[src/rtl/mem_arbiter_pkg.sv]
// -----------------------------------------------------------------------------
// mem_arbiter_types
// Shared types for the instruction/data memory arbiter:
//   arb_state_t : arbiter FSM states
//   arb_grant_t : result of the combinational request picker
//   arb_op_t    : latched downstream operation
// Optional build macro used by the arbiter: MEM_ARBITER_RR_EN
// -----------------------------------------------------------------------------
package mem_arbiter_types;

    typedef enum logic [1:0] {
        IDLE    = 2'd0,
        SERVE_I = 2'd1,
        SERVE_D = 2'd2
    } arb_state_t;

    typedef enum logic [1:0] {
        GRANT_NONE = 2'd0,
        GRANT_I    = 2'd1,
        GRANT_D    = 2'd2
    } arb_grant_t;

    typedef enum logic {
        OP_READ  = 1'b0,
        OP_WRITE = 1'b1
    } arb_op_t;

endpackage : mem_arbiter_types

[src/rtl/mem_arbiter_select.sv]
// -----------------------------------------------------------------------------
// arb_select
// Combinational picker deciding which requester is granted from IDLE.
//   inst_req   : instruction read pending
//   data_req   : data read or write pending
//   last_grant : previous grant (0 = inst, 1 = data); used only when
//                MEM_ARBITER_RR_EN is defined
//   grant      : GRANT_NONE / GRANT_I / GRANT_D
// Build macro: MEM_ARBITER_RR_EN selects round-robin on contention;
// otherwise data has fixed priority (the MEM-stage instruction is older).
// -----------------------------------------------------------------------------
module arb_select
    import mem_arbiter_types::*;
(
    input  logic       inst_req,
    input  logic       data_req,
    input  logic       last_grant,
    output arb_grant_t grant
);

`ifdef MEM_ARBITER_RR_EN
    // Round-robin: on contention grant whichever side was not served last.
    always_comb begin
        grant = GRANT_NONE;
        if (inst_req && data_req) begin
            grant = last_grant ? GRANT_I : GRANT_D;
        end else if (data_req) begin
            grant = GRANT_D;
        end else if (inst_req) begin
            grant = GRANT_I;
        end else begin
            grant = GRANT_NONE;
        end
    end
`else
    // last_grant is irrelevant with fixed priority.
    logic unused_last_grant_s;
    assign unused_last_grant_s = last_grant;

    // Fixed priority: data first, then instruction.
    always_comb begin
        grant = GRANT_NONE;
        if (data_req) begin
            grant = GRANT_D;
        end else if (inst_req) begin
            grant = GRANT_I;
        end else begin
            grant = GRANT_NONE;
        end
    end
`endif

endmodule : arb_select

[src/rtl/mem_arbiter.sv]
// -----------------------------------------------------------------------------
// mem_arbiter
// Multiplexes the pipeline's instruction and data memory requesters onto one
// single-ported physical memory interface; one transaction outstanding.
// Ports:
//   clk, rst                      : clock, synchronous active-high reset
//   inst_mem_read/address         : instruction read request (held until resp)
//   inst_mem_rdata/resp           : instruction completion (resp = 1-cycle pulse)
//   data_mem_read/write/address/
//   wdata/mbe                     : data request (held until resp)
//   data_mem_rdata/resp           : data completion (resp = 1-cycle pulse)
//   pmem_read/write/address/
//   wdata/mbe                     : downstream request, driven from registers only
//   pmem_rdata/resp               : downstream completion
// Build macro: MEM_ARBITER_RR_EN enables round-robin arbitration with a
// last_grant register; undefined gives fixed data priority.
// -----------------------------------------------------------------------------
module mem_arbiter
    import mem_arbiter_types::*;
#(
    parameter  int ADDR_W = 32,
    parameter  int DATA_W = 32,
    localparam int MBE_W  = DATA_W / 8
) (
    input  logic              clk,
    input  logic              rst,
    input  logic              inst_mem_read,
    input  logic [ADDR_W-1:0] inst_mem_address,
    output logic [DATA_W-1:0] inst_mem_rdata,
    output logic              inst_mem_resp,
    input  logic              data_mem_read,
    input  logic              data_mem_write,
    input  logic [ADDR_W-1:0] data_mem_address,
    input  logic [DATA_W-1:0] data_mem_wdata,
    input  logic [MBE_W-1:0]  data_mem_mbe,
    output logic [DATA_W-1:0] data_mem_rdata,
    output logic              data_mem_resp,
    output logic              pmem_read,
    output logic              pmem_write,
    output logic [ADDR_W-1:0] pmem_address,
    output logic [DATA_W-1:0] pmem_wdata,
    output logic [MBE_W-1:0]  pmem_mbe,
    input  logic [DATA_W-1:0] pmem_rdata,
    input  logic              pmem_resp
);

    arb_state_t        state_q, state_d;
    logic [ADDR_W-1:0] addr_q, addr_d;
    logic [DATA_W-1:0] wdata_q, wdata_d;
    logic [MBE_W-1:0]  mbe_q, mbe_d;
    arb_op_t           op_q, op_d;
    arb_grant_t        grant_s;
    logic              last_grant_s;
    logic              data_req_s;

    assign data_req_s = data_mem_read | data_mem_write;

`ifdef MEM_ARBITER_RR_EN
    logic last_grant_q, last_grant_d;
    assign last_grant_s = last_grant_q;
`else
    assign last_grant_s = 1'b0;
`endif

    arb_select u_arb_select (
        .inst_req   (inst_mem_read),
        .data_req   (data_req_s),
        .last_grant (last_grant_s),
        .grant      (grant_s)
    );

    // Next-state and grant latching; requester inputs are sampled only in IDLE.
    always_comb begin
        state_d = state_q;
        addr_d  = addr_q;
        wdata_d = wdata_q;
        mbe_d   = mbe_q;
        op_d    = op_q;
`ifdef MEM_ARBITER_RR_EN
        last_grant_d = last_grant_q;
`endif
        case (state_q)
            IDLE: begin
                case (grant_s)
                    GRANT_D: begin
                        state_d = SERVE_D;
                        addr_d  = data_mem_address;
                        wdata_d = data_mem_wdata;
                        mbe_d   = data_mem_mbe;
                        // read+write together is treated as a write
                        op_d    = data_mem_write ? OP_WRITE : OP_READ;
`ifdef MEM_ARBITER_RR_EN
                        last_grant_d = 1'b1;
`endif
                    end
                    GRANT_I: begin
                        state_d = SERVE_I;
                        addr_d  = inst_mem_address;
                        wdata_d = {DATA_W{1'b0}};
                        mbe_d   = {MBE_W{1'b1}};
                        op_d    = OP_READ;
`ifdef MEM_ARBITER_RR_EN
                        last_grant_d = 1'b0;
`endif
                    end
                    default: begin
                        state_d = IDLE;
                    end
                endcase
            end
            SERVE_I, SERVE_D: begin
                // Always pass through IDLE so a held request is a new one.
                if (pmem_resp) begin
                    state_d = IDLE;
                end else begin
                    state_d = state_q;
                end
            end
            default: begin
                state_d = IDLE;
            end
        endcase
    end

    // State and transaction registers with synchronous reset.
    always_ff @(posedge clk) begin
        if (rst) begin
            state_q <= IDLE;
            addr_q  <= {ADDR_W{1'b0}};
            wdata_q <= {DATA_W{1'b0}};
            mbe_q   <= {MBE_W{1'b0}};
            op_q    <= OP_READ;
`ifdef MEM_ARBITER_RR_EN
            last_grant_q <= 1'b0;
`endif
        end else begin
            state_q <= state_d;
            addr_q  <= addr_d;
            wdata_q <= wdata_d;
            mbe_q   <= mbe_d;
            op_q    <= op_d;
`ifdef MEM_ARBITER_RR_EN
            last_grant_q <= last_grant_d;
`endif
        end
    end

    // Downstream side depends only on registered state.
    assign pmem_read    = (state_q != IDLE) && (op_q == OP_READ);
    assign pmem_write   = (state_q != IDLE) && (op_q == OP_WRITE);
    assign pmem_address = addr_q;
    assign pmem_wdata   = wdata_q;
    assign pmem_mbe     = mbe_q;

    // Completion is same-cycle with pmem_resp; pmem_resp in IDLE is dropped.
    assign inst_mem_resp  = (state_q == SERVE_I) && pmem_resp;
    assign data_mem_resp  = (state_q == SERVE_D) && pmem_resp;
    assign inst_mem_rdata = inst_mem_resp ? pmem_rdata : {DATA_W{1'b0}};
    assign data_mem_rdata = data_mem_resp ? pmem_rdata : {DATA_W{1'b0}};

endmodule : mem_arbiter

[config.mk]
export PLATFORM = sky130hd
export DESIGN_NAME = mem_arbiter
export DESIGN_NICKNAME = d
export VERILOG_FILES = /design/src/rtl/mem_arbiter_pkg.sv /design/src/rtl/mem_arbiter_select.sv /design/src/rtl/mem_arbiter.sv
export SDC_FILE = /design/constraint.sdc
export NUM_CORES = 1
export LEC_CHECK = 0
export ABC_AREA = 0
export BUFFER_PORTS_ARGS = -buffer_cell sky130_fd_sc_hd__buf_2
export CAP_MARGIN = 20
export CORE_ASPECT_RATIO = 0.9
export CORE_MARGIN = 3
export CORE_UTILIZATION = 30
export CTS_BUF_LIST = sky130_fd_sc_hd__clkbuf_16
export DETAILED_ROUTE_END_ITERATION = 6
export PLACE_DENSITY = 0.71
export SLEW_MARGIN = 25
export SYNTH_ARGS = -nofsm -noshare
export SYNTH_HDL_FRONTEND = slang
export SYNTH_SLANG_ARGS = --single-unit
[constraint.sdc]
create_clock -name clk -period 2.61 [get_ports clk]
set_clock_uncertainty 0.05 [all_clocks]
set_input_delay 0.1305 -clock clk [delete_from_list [all_inputs] [get_ports clk]]
set_output_delay 0.1305 -clock clk [all_outputs]
set_load 0.005 [all_outputs]
# Yosys cells after proc, flatten, opt, wreduce, memory -nomap -nowiden
# Cells that the tools add are included.
[classes]
n_eq_ne = 5
bitwise_logic = 2
n_reduce_logical = 9
mux = 12
[op_table]
columns = ["operator", "n"]
rows = [
  ["32-bit case mux with 2 select lines", 2],
  ["32-bit 2-to-1 mux", 2],
  ["2-bit case mux with 2 select lines", 2],
  ["4-bit case mux with 2 select lines", 1],
  ["2-bit by 1-bit == test with 1-bit output (second input constant)", 2],
  ["2-bit == test (second input constant)", 2],
  ["1-bit logical AND", 4],
  ["2-bit 2-to-1 mux", 2],
  ["2-bit nonzero test", 2],
  ["2-bit zero test", 1],
  ["1-bit 2-to-1 mux", 2],
  ["2-bit != test (second input constant)", 1],
  ["1-bit case mux with 2 select lines", 1],
  ["2-bit AND reduction", 1],
  ["2-bit OR reduction", 1],
  ["1-bit inverter", 1],
  ["1-bit bitwise OR", 1],
]
[totals]
output_inout_bits = 136
input_bits = 138
reg_bits = 71
word_cells = 33

# Longest topological paths before layout
# Gate-level depths: netlist (run 1).
[depth]
word_depth = 5
depth_mapped = 7
ltp_nobuf = 5

# Cells and area by module
# Synthesis (run 1) repeated with hierarchy kept, for this count alone.
[hier_totals]
cells_unflattened = 413
hier_area_um2 = 3643.5
[modules_own_cells]
columns = ["module", "cells_each", "area_each_um2", "instances", "seq_area_each_um2"]
rows = [
  ["mem_arbiter", 411, 3622.2, 1, 1421.4],
  ["arb_select", 2, 21.3, 1, 0.0],
]

# Least setup slack after synthesis (run 1)
# No wires, ideal clock.
[synth_timing]
kind = "register -> register"
start = "reg state_q[0]"
end = "reg wdata_q[10] (netlist: pmem_wdata[10])"
slack_ps = 1121
arrival_ps = 1381
t_required_ps = 2501
setup_time_ps = 59
synth_period_minus_slack_ps = 1489
path_buffers = 2
stages_incl_launch_ff = 8
path_cell_list = "dfxtp_1 -> inv_1 -> ha_1 -> buf_2 -> o21ai_2 -> nor2_2 -> buf_6 -> a22o_1"
[synth_between]
elab_chain_len = 2
[synth_lines]
columns = ["element", "line", "source"]
rows = [
  ["from (decl)", "mem_arbiter.sv:47", "arb_state_t state_q, state_d;"],
  ["from (signal assigned)", "mem_arbiter.sv:137", "state_q <= state_d;"],
  ["2-bit zero test", "mem_arbiter.sv:82", "case (state_q)"],
  ["2-bit AND reduction (no source line)", "--", ""],
  ["to (signal assigned)", "mem_arbiter.sv:130", "wdata_q <= {DATA_W{1'b0}};"],
  ["to (signal assigned)", "mem_arbiter.sv:139", "wdata_q <= wdata_d;"],
  ["to (decl)", "mem_arbiter.sv:49", "logic [DATA_W-1:0] wdata_q, wdata_d;"],
]
# No other way between the ends.
# A chain may end at the register's enable or synchronous reset.

# Final worst setup path (run 1)
[layout_timing]
start = "reg state_q[0]"
end = "out data_mem_rdata[15]"
[layout_between]
elab_chain_len = 3
[layout_lines]
columns = ["element", "line", "source"]
rows = [
  ["2-bit == test", "mem_arbiter.sv:157", "assign data_mem_resp = (state_q == SERVE_D) && pmem_resp;"],
  ["1-bit logical AND", "mem_arbiter.sv:157", ""],
  ["32-bit 2-to-1 mux", "mem_arbiter.sv:159", "assign data_mem_rdata = data_mem_resp ? pmem_rdata : {DATA_W{1'b0}};"],
  ["to (decl)", "mem_arbiter.sv:36", "output logic [DATA_W-1:0] data_mem_rdata,"],
]
# No other way between the ends.

==> results.sh, run 1 <==
export IMPL_outcome="finished, final reports clean"
export IMPL_required_ns=2.43
export IMPL_die_area_mm2=0.0130
export IMPL_synth_cell_types=34
export IMPL_layout_drive_gt1_share_pct=44.9
export IMPL_num_rows=36
export IMPL_pin_count=274
export IMPL_htree_levels=3
export IMPL_grt_max_degree=68
export IMPL_nFillCells=1094
export IMPL_startpoint="state_q[0]"
export IMPL_ff2ff_setup_slack_ns=0.66
export IMPL_crit_path_end="data_mem_rdata[15]"
export IMPL_clock_sinks=71
export IMPL_die_h_um=108
export IMPL_timing_fmax_mhz=469
export IMPL_hold_viol=0
export IMPL_core_mm2=0.0111
export IMPL_yosysWarningCount=0
export IMPL_period_minus_slack_ns=2.13
export IMPL_dp_hpwl_um=9720
export IMPL_synth_nets=535
export IMPL_crit_slowest_cell="ha_1"
export IMPL_max_cap_violations=0
export IMPL_muxShareOfSynthArea_pct=0.609
export IMPL_crit_fanout=33
export IMPL_hold_slack_ns=0.0104
export IMPL_netlist_area_mm2=0.00349
export IMPL_grt_remaining_overflow=0
export IMPL_worst_pin_slew_ns=0.914
export IMPL_drcViolationCount=0
export IMPL_area_delta_synth_final_pct=57.0
export IMPL_drtIter0Drc=277
export IMPL_die_w_um=120
export IMPL_min_period_over_period_pct=81.7
export IMPL_setup_viol=0
export IMPL_crit_path_end_kind="primary output"
export IMPL_cts_resized=0
export IMPL_hold_class="in2reg"
export IMPL_p_per_area_mw_per_mm2=598
export IMPL_layout_common_cells="buf_2 (273), dfxtp_1 (71), and3_1 (64)"
export IMPL_r2r_end="state_q[0]"
export IMPL_fin_nets=809
export IMPL_wl_um=13600
export IMPL_finalSetupTns_ns=0
export IMPL_dr_pass1_iters=4
export IMPL_synth_simple_area_share_pct=32.3
export IMPL_gp_congestion=0.840
export IMPL_multiInputGateArea_mm2=0.00185
export IMPL_final_common_cell="buf_2"
export IMPL_cp_arrival_ns=1.95
export IMPL_synth_ff_latch_count=71
export IMPL_synth_xor_area_share_pct=0
export IMPL_ant_nets=0
export IMPL_vias_per_cell=5.01
export IMPL_crit_path_start_kind="flip-flop"
export IMPL_power_leakage_uw=0.00300
export IMPL_synth_compound_area_share_pct=19.0
export IMPL_r2r_start="state_q[0]"
export IMPL_root_buffer="clkbuf_16"
export IMPL_slew_viol_final=0
export IMPL_crit_path_max_incr_delay_ns=0.77
export IMPL_cts_clk_slew_worst_paths_ns=0.06
export IMPL_synth_top_family_by_area="simple AND/OR/NAND/NOR gates"
export IMPL_ir_drop_mv=0.303
export IMPL_wl_per_cell_um=16.4
export IMPL_vias=4146
export IMPL_ff2ff_path_depth=5
export IMPL_grt_use_total_pct=19.7
export IMPL_initial_utilization_pct=31.5
export IMPL_seqCellArea_mm2=0.00142
export IMPL_grt_pass1_wl_um=20800
export IMPL_clk_path_buf_depth=2
export IMPL_portBuffers=273
export IMPL_synth_fa_ha_area_share_pct=1.07
export IMPL_ys_seq_area_share_pct=40.7
export IMPL_slew_headroom_pct=39.1
export IMPL_cts_buffers=9
export IMPL_worstSetupPathType="reg2out"
export IMPL_synth_area_per_cell_um2=8.87
export IMPL_clock_latency_ns=0.32
export IMPL_syn_inst=394
export IMPL_post_cts_buffers=0
export IMPL_cts_tree="built"
export IMPL_grt_setup_unrepaired="no"
export IMPL_antenna_found_initial=0
export IMPL_grt_pass1_vias=4013
export IMPL_cp_cell_sequence="inv_1 -> ha_1 -> and3_1 -> buf_2"
## state kept, by name (all words and copies together), names as in the netlist
signal        cells
pmem_address     32
state_q           2
op_q              1
pmem_mbe          4
pmem_wdata       32
## what timing repair did
action,4_1_cts,5_1_grt
hold buffers,29,0
hold endpoints to repair,29,0
endpoints found under the setup margin,0,0
## critical path, delay by kind of cell (launching register included)
family / cells / cell delay (ns)
fa+ha+maj: 1 / 0.77
flops: 1 / 0.32
buf+inv: 2 / 0.23
simple gates: 1 / 0.30
## synth_stat cells, drive strengths merged
cell type	number	area, um^2
a211oi	18	135
a22o	28	245
a22oi	5	37.5
and2	2	12.5
and3	64	400
buf	19	123
clkbuf	24	91.3
dfxtp	71	1420
ha	3	37.5
inv	2	7.51
mux2	1	11.3
mux2i	1	10.0
nand2b	1	6.26
nand4bb	1	16.3
nor2	51	218
nor2b	1	6.26
nor3	18	90.1
nor3b	14	105
nor4	14	87.6
o21a	1	7.51
o21ai	20	104
o21bai	14	105
o31a	1	17.5
o31ai	1	12.5
or2	1	6.26
or4b	18	180
## stage by stage
| step | power, uW | instance area [um^2] | instances | setup WS [ns] | utilization (%) |
|---|---|---|---|---|---|
| finish | 3280 | 5490 | 827 | 0.476 | 49.5 |
| global route | 3450 | 5480 | 825 | 0.311 | 49.5 |
| CTS | 3320 | 5480 | 825 | 0.489 | 49.5 |
| detailed placement | 1950 | 4870 | 780 | 0.663 | 43.9 |
| global placement | 1930 | 4870 | 780 | 0.740 | 43.9 |
| floorplan | 1630 | 3490 | 394 | 1.12 | - |
## routing by layer
metal / share of wire, % / GRT usage [%] / up-vias
li1: - / - / 2016
met1: 43 / 24.6 / 1958
met2: 51 / 34.4 / 156
met3: 4.7 / 3.66 / 16
met4: 1.4 / 6.87 / 0
met5: 0 / 0 / -
## logic make-up after synthesis
group,count (synthesis)
multiplexers,2
flip-flops,71
AO/OA/AOI/OAI,88
AND/OR/NAND/NOR,185
adder cells (fa/ha/maj),3
buffers and inverters,45
## layout make-up
type                    instances  area share, %
multi-input cells             278           33.8
inverters                       2          0.137
well taps                     152           3.47
clock buffers                   9           4.10
repair buffers                306           30.7
flip-flops and latches         71           25.9
diodes                          2         0.0912
clock inverters                 7           1.76
## power by group
part	switching, uW	total (uW)	internal, uW
sequential	68.9	1270	1200
clock	476	1320	840
combinational	353	695	342
## worst min path at each step
| stage | start | endpoint | slack (ns) | cells past startpoint |
|---|---|---|---|---|
| 2_1_floorplan | data_mem_wdata[10] | pmem_wdata[10] | 0.21 | 1 |
| 3_3_place_gp | data_mem_wdata[19] | pmem_wdata[19] | 0.30 | 2 |
| 3_5_place_dp | data_mem_wdata[6] | pmem_wdata[6] | 0.30 | 2 |
| 4_1_cts | data_mem_wdata[24] | pmem_wdata[24] | 0.002 | 3 |
| 5_1_grt | data_mem_wdata[26] | pmem_wdata[26] | 0.02 | 3 |
| 6_report | data_mem_wdata[24] | pmem_wdata[24] | 0.01 | 3 |
Power figures use the tool's default switching activity.
==> inputs of run 2 (changes only) <==
clock period = 2.21 ns   (was 2.61 ns; I/O delays follow)
==> results.sh, run 2 (synthesis results as in run 1) <==
export IMPL_outcome="finished, final reports clean"
export IMPL_p_int_uw=2940
export IMPL_hold_viol=0
export IMPL_crit_path_end="inst_mem_rdata[19]"
export IMPL_portBuffers=273
export IMPL_worstSetupPathType="reg2out"
export IMPL_fin_nets=816
export IMPL_comb_power_share_pct=20.8
export IMPL_initial_utilization_pct=31.5
export IMPL_ant_nets=0
export IMPL_grt_pass1_vias=3987
export IMPL_multiInputGateArea_mm2=0.00185
export IMPL_finalSetupTns_ns=0
export IMPL_gp_congestion=0.869
export IMPL_p_switching_uw=1040
export IMPL_num_rows=36
export IMPL_grt_max_degree=41
export IMPL_die_area_mm2=0.0130
export IMPL_dp_hpwl_um=9810
export IMPL_die_w_um=120
export IMPL_hold_class="in2reg"
export IMPL_hold_slack_ns=0.00638
export IMPL_vias_per_cell=5.05
export IMPL_total_power_uw=3980
export IMPL_setup_viol=0
export IMPL_root_buffer="clkbuf_16"
export IMPL_antenna_found_initial=0
export IMPL_r2r_end="pmem_wdata[26]"
export IMPL_core_mm2=0.0111
export IMPL_clock_sinks=71
export IMPL_layout_drive_gt1_share_pct=45.3
export IMPL_seqCellArea_mm2=0.00142
export IMPL_pin_count=274
export IMPL_grt_pass1_wl_um=20700
export IMPL_utilization_pct=50.2
export IMPL_ir_drop_mv=0.407
export IMPL_final_common_cell="buf_2"
export IMPL_startpoint="state_q[1]"
export IMPL_area_delta_synth_final_pct=59.2
export IMPL_clock_latency_ns=0.31
export IMPL_grt_setup_unrepaired="no"
export IMPL_cp_arrival_ns=1.82
export IMPL_dr_pass1_iters=4
export IMPL_grt_use_total_pct=19.6
export IMPL_antenna_cells=0
export IMPL_grt_remaining_overflow=0
export IMPL_timing_fmax_mhz=504
export IMPL_power_leakage_uw=0.00304
export IMPL_layout_common_cells="buf_2 (273), dfxtp_1 (71), and3_1 (64)"
export IMPL_slew_headroom_pct=46.0
export IMPL_htree_levels=3
export IMPL_clk_path_buf_depth=2
export IMPL_vias=4200
export IMPL_switching_share_pct=26.2
export IMPL_r2r_start="state_q[0]"
export IMPL_wl_um=13500
export IMPL_p_clk_share_pct=41.5
export IMPL_slew_viol_final=0
export IMPL_min_period_over_period_pct=89.8
export IMPL_cts_tree="built"
export IMPL_cts_clk_slew_worst_paths_ns=0.06
export IMPL_crit_fanout=33
export IMPL_crit_path_start_kind="flip-flop"
export IMPL_worst_pin_slew_ns=0.810
export IMPL_max_cap_violations=0
export IMPL_cts_buffers=9
export IMPL_drtIter0Drc=325
export IMPL_die_h_um=108
export IMPL_ff2ff_path_depth=6
export IMPL_power_frac_seq_pct=37.7
export IMPL_post_cts_buffers=0
export IMPL_period_minus_slack_ns=1.98
export IMPL_nFillCells=1064
export IMPL_required_ns=2.05
export IMPL_drcViolationCount=0
export IMPL_p_per_area_mw_per_mm2=715
export IMPL_crit_path_end_kind="primary output"
export IMPL_wl_per_cell_um=16.2
export IMPL_ff2ff_setup_slack_ns=0.50
[run 2: cell types whose count changed in the layout (fill, tap and decap cells not counted), sizes merged]
cell         delta
diode           -2
bufinv          +1
dlygate4sd3     +2
inv             -2
clkinvlp        -1
clkinv          +2
buf             +5
[run 2: through the flow]
step	area, um^2	std cells	worst slack [ns]
2_1_floorplan	3490	394	0.721
3_3_place_gp	4910	785	0.596
3_5_place_dp	4910	785	0.488
4_1_cts	5560	832	0.231
5_1_grt	5560	832	0.0618
6_report	5560	832	0.226
[run 2: critical path, stage by stage (launching register included)]
cell and delay (ns):
dfxtp_1 0.32, inv_1 0.09, ha_1 0.69, and3_1 0.28
buf_2 0.13
[run 2: repair_timing]
action                                 CTS  global route
endpoints found under the hold margin   31             0
setup endpoints to repair                0             0
gates resized for setup                  0             0
hold buffers                            31             0
[run 2: worst min-delay path by stage]
stage                              start               end  slack, ns  cells after the start
finish                   data_mem_mbe[3]       pmem_mbe[3]      0.006                      3
global placement       data_mem_wdata[6]     pmem_wdata[6]       0.28                      2
global route        inst_mem_address[13]  pmem_address[13]       0.02                      3
CTS                      data_mem_mbe[3]       pmem_mbe[3]      0.001                      3
detailed placement    data_mem_wdata[10]    pmem_wdata[10]       0.28                      2
floorplan             data_mem_wdata[10]    pmem_wdata[10]       0.19                      1
[run 2: metal layers]
layer / part of all wire, % / up-vias / wire length (um) / GRT usage [%]
met5: 0 / - / 0 / 0
met4: 2.2 / 0 / 299 / 6.79
met3: 5.8 / 29 / 777 / 3.82
met2: 50 / 180 / 6710 / 33.9
met1: 42 / 1962 / 5730 / 24.5
li1: - / 2029 / - / -
[run 2: layout make-up]
class / count / share of cell area [%]
Clock buffer: 9 / 4.05
Inverter: 2 / 0.135
Sequential cell: 71 / 25.6
Clock inverter: 7 / 2.16
Tap cell: 152 / 3.42
Timing Repair Buffer: 313 / 31.4
Multi-Input combinational cell: 278 / 33.3
[run 2: power groups by stage]
stage | Combinational, uW | Sequential [uW] | Clock [uW]
floorplan | 400 | 1530 | 0
CTS | 829 | 1500 | 1690
global route | 921 | 1520 | 1740
detailed placement | 785 | 1520 | 0
finish | 828 | 1500 | 1650
global placement | 758 | 1520 | 0
